**src/rtl/full_adder.sv**
```systemverilog
// One-bit full adder; the ripple cell of the slt subtractor chain.
// Purely combinational.
module full_adder (
  input  logic a,
  input  logic b,
  input  logic c_in,
  output logic sum,
  output logic c_out
);

  logic p;

  assign p     = a ^ b;
  assign sum   = p ^ c_in;
  assign c_out = (a & b) | (p & c_in);

endmodule

```
**src/rtl/slt.sv**
```systemverilog
// N-bit signed set-less-than built on a ripple a + ~b + 1 chain.
// Also provides a registered copy of the result for pipelined users.
module slt #(
  parameter int N = 32
) (
  input  logic         clk,
  input  logic         rst_n,
  input  logic [N-1:0] a,
  input  logic [N-1:0] b,
  output logic         out,
  output logic         out_q
);

  logic [N:0]   c;
  logic [N-2:0] d_unused;
  logic         d_msb;
  logic         ovf;

  assign c[0] = 1'b1;

  for (genvar i = 0; i < N; i++) begin : g_fa
    if (i == N - 1) begin : g_msb
      full_adder u_fa (
        .a    (a[i]),
        .b    (~b[i]),
        .c_in (c[i]),
        .sum  (d_msb),
        .c_out(c[i+1])
      );
    end else begin : g_lsb
      full_adder u_fa (
        .a    (a[i]),
        .b    (~b[i]),
        .c_in (c[i]),
        .sum  (d_unused[i]),
        .c_out(c[i+1])
      );
    end
  end

  // Sign of the difference is wrong exactly when the subtraction overflows.
  assign ovf = c[N-1] ^ c[N];
  assign out = d_msb ^ ovf;

  always_ff @(posedge clk or negedge rst_n) begin
    if (!rst_n) begin
      out_q <= 1'b0;
    end else begin
      out_q <= out;
    end
  end

endmodule

```
**config.mk**
```make
export PLATFORM = sky130hd
export DESIGN_NAME = slt
export DESIGN_NICKNAME = d
export VERILOG_FILES = /design/src/rtl/full_adder.sv /design/src/rtl/slt.sv
export SDC_FILE = /design/constraint.sdc
export NUM_CORES = 1
export LEC_CHECK = 0
export ABC_CLOCK_PERIOD_IN_PS = 26800
export CORE_UTILIZATION = 32
export DETAILED_ROUTE_END_ITERATION = 8
export HOLD_SLACK_MARGIN = 0.02
export PLACE_DENSITY = 0.82
export SYNTH_ARGS = -nofsm -noshare
export SYNTH_HDL_FRONTEND = slang
export SYNTH_HIERARCHICAL = 1
export SYNTH_SLANG_ARGS = --single-unit
```
**constraint.sdc**
```tcl
create_clock -name clk -period 26.8 [get_ports clk]
set_input_delay 5.36 -clock clk [delete_from_list [all_inputs] [get_ports clk]]
set_output_delay 5.36 -clock clk [all_outputs]
set_load 0.1 [all_outputs]
```
==> flow_summary_export.csv <==
group,metric,value,unit
run,maxCapViolations,0,
timing,maxSlewHeadroom,0.351,
setup_path,critPathArrivalTime,20100,ps
timing,setup_ws,1340,ps
timing,max_freq,0.0393,GHz
routing,wl_per_cell,11.3,um
routing,vias,641,
routing,drt-pass1-iter-count,2,
setup_path,crit_top_cell,"fa_1",
clocking,cts_resized,0,
routing,postRouteWirelength,1840,um
setup_path,critPathMaxStageDelay,1130,ps
timing,rsz0062_at_grt,"no",
timing,hold_viol,0,
clocking,hold_buffers,0,
die,rows,17,
logic_synthesis,syn_inst,67,
setup_path,critical_path_class,"primary input to output pin",
placement,place.gp.congestion,0.616,
clocking,clk_pin_slew,0,ps
routing,first_iter_violations,1,
cells_and_area,drive_gt1_frac,0,
global_route,antenna_found_initial,0,
cells_and_area,n_antenna_cell,0,
power,ir_worst_vdd,0.0378,mV
clocking,post_cts_buffers,0,
routing,antenna_left,0,
cells_and_area,stdcell_area,0.00152,mm^2
global_route,grt_pass1_vias,708,
global_route,gr-usage-all-layers,0.135,
power,leakage,0.696,nW
die,pin_count,68,
cells_and_area,reg_top3,"out_q: 1 flops",
routing,drc,0,
cells_and_area,layout_commonest_cell,"clkdlybuf4s50_1",
logic_synthesis,ys_types,5,
setup_path,cp.required,21440,ps
setup_path,end_kind,"output pin",
cells_and_area,mostFrequentLayoutCells,"clkdlybuf4s50_1, inv_1, fa_1",
routing,avgViaCountPerCell,3.96,
hold_path,hold_path_class,"primary input to async pin",
global_route,overflow,0,
cells_and_area,n_fill_cell,183,
timing,setup_viol,0,
die,dieWidth,52.4,um
cells_and_area,fin_util,0.661,
timing,post-route-period-util,0.950,
setup_path,cp_max_fo,2,
die,die_y,52.4,um
placement,place_area,0.00152,mm^2
global_route,grt_max_degree,3,
placement,portBuffers,67,
cells_and_area,layout-area-overhead-vs-synth,86.8,%
setup_path,critPathLaunchType,"primary input",
placement,hpwlAfterDp,1800,um
run_status,status,"finished, final reports clean",
timing,worst_slew_pin_slew,971,ps
timing,slew_viol_final,0,
cells_and_area,nNetsFinal,234,
power,powerDensity,21.5,mW/mm^2
setup_path,cpMaxStageDelayCell,"clkdlybuf4s50_1",
logic_synthesis,synth_area_per_cell,12.1,um^2
logic_synthesis,ys_seq_area_frac,0.0308,
timing,setup_tns,0,ps
die,coreArea,0.00230,mm^2
timing,fin_crit,25460,ps
cells_and_area,largest_register,"out_q",
logic_synthesis,syn-num-nets,165,
global_route,grt_pass1_wl,2730,um
cells_and_area,largest_reg_flops,1,
logic_synthesis,synth_seq_cells,1,
logic_synthesis,yosysWarnings,6,
die,die_area,0.00275,mm^2
logic_synthesis,synth_area,813,um^2
die,start_util,0.354,
placement,place_ws,1350,ps
-- kinds of logic (layout without fill, tap and decap cells) --
logic type,after synthesis,after routing,share of synthesized area
adder cells (fa/ha/maj),32,32,0.788
buffers and inverters,32,99,0.148
other,1,1,0.00461
XOR/XNOR,1,1,0.0292
flip-flops,1,1,0.0308
-- power by group --
| part | switching [mW] | internal [mW] |
|---|---|---|
| sequential | 0.000192 | 0.00215 |
| clock | 0 | 0 |
| combinational | 0.0162 | 0.0141 |
| total | 0.0164 | 0.0162 |
-- area by class of cell --
class                      instances  area [um^2]  area share
sequential                         1         25.0      0.0165
timing repair buffer              67          671       0.442
inverter                          32          120      0.0791
multi-input combinational         34          668       0.440
tap                               28         35.0      0.0231
-- synth_stat cells (all sizes together) --
cell type,instances,share of area
conb,1,0.0046
dfrtp,1,0.031
fa,32,0.79
inv,32,0.15
xor3,1,0.029
-- critical path: cells and delay by family --
family     cells  cell delay [ps]
fa+ha+maj     32            12730
buf+inv        3             1630
xor+xnor       1              390
-- worst max path at each step --
| stage | to | from | slack (ps) | depth (start not counted) |
|---|---|---|---|---|
| 2_1_floorplan | out | b[0] | 2790 | 34 |
| 3_3_place_gp | out | b[0] | 1520 | 36 |
| 3_5_place_dp | out | b[0] | 1350 | 36 |
| 4_1_cts | out | b[0] | 1290 | 36 |
| 5_1_grt | out | b[0] | 960 | 36 |
| 6_report | out | b[0] | 1340 | 36 |
-- metal layers --
layer / vias to the layer above / routed length (um) / GRT usage
met4: 0 / 0 / 0
met2: 64 / 837 / 0.259
met1: 306 / 604 / 0.141
met3: 0 / 396 / 0.0609
met5: - / 0 / 0
li1: 271 / - / -
-- through the flow --
step / hold WS [ps] / power (mW) / std cells
6_report: 5510 / 0.0326 / 162
2_1_floorplan: 5060 / 0.0185 / 67
4_1_cts: 5510 / 0.0330 / 162
3_3_place_gp: 5510 / 0.0320 / 162
5_1_grt: 5520 / 0.0347 / 162
3_5_place_dp: 5510 / 0.0328 / 162
(Power assumes the default switching activity.)
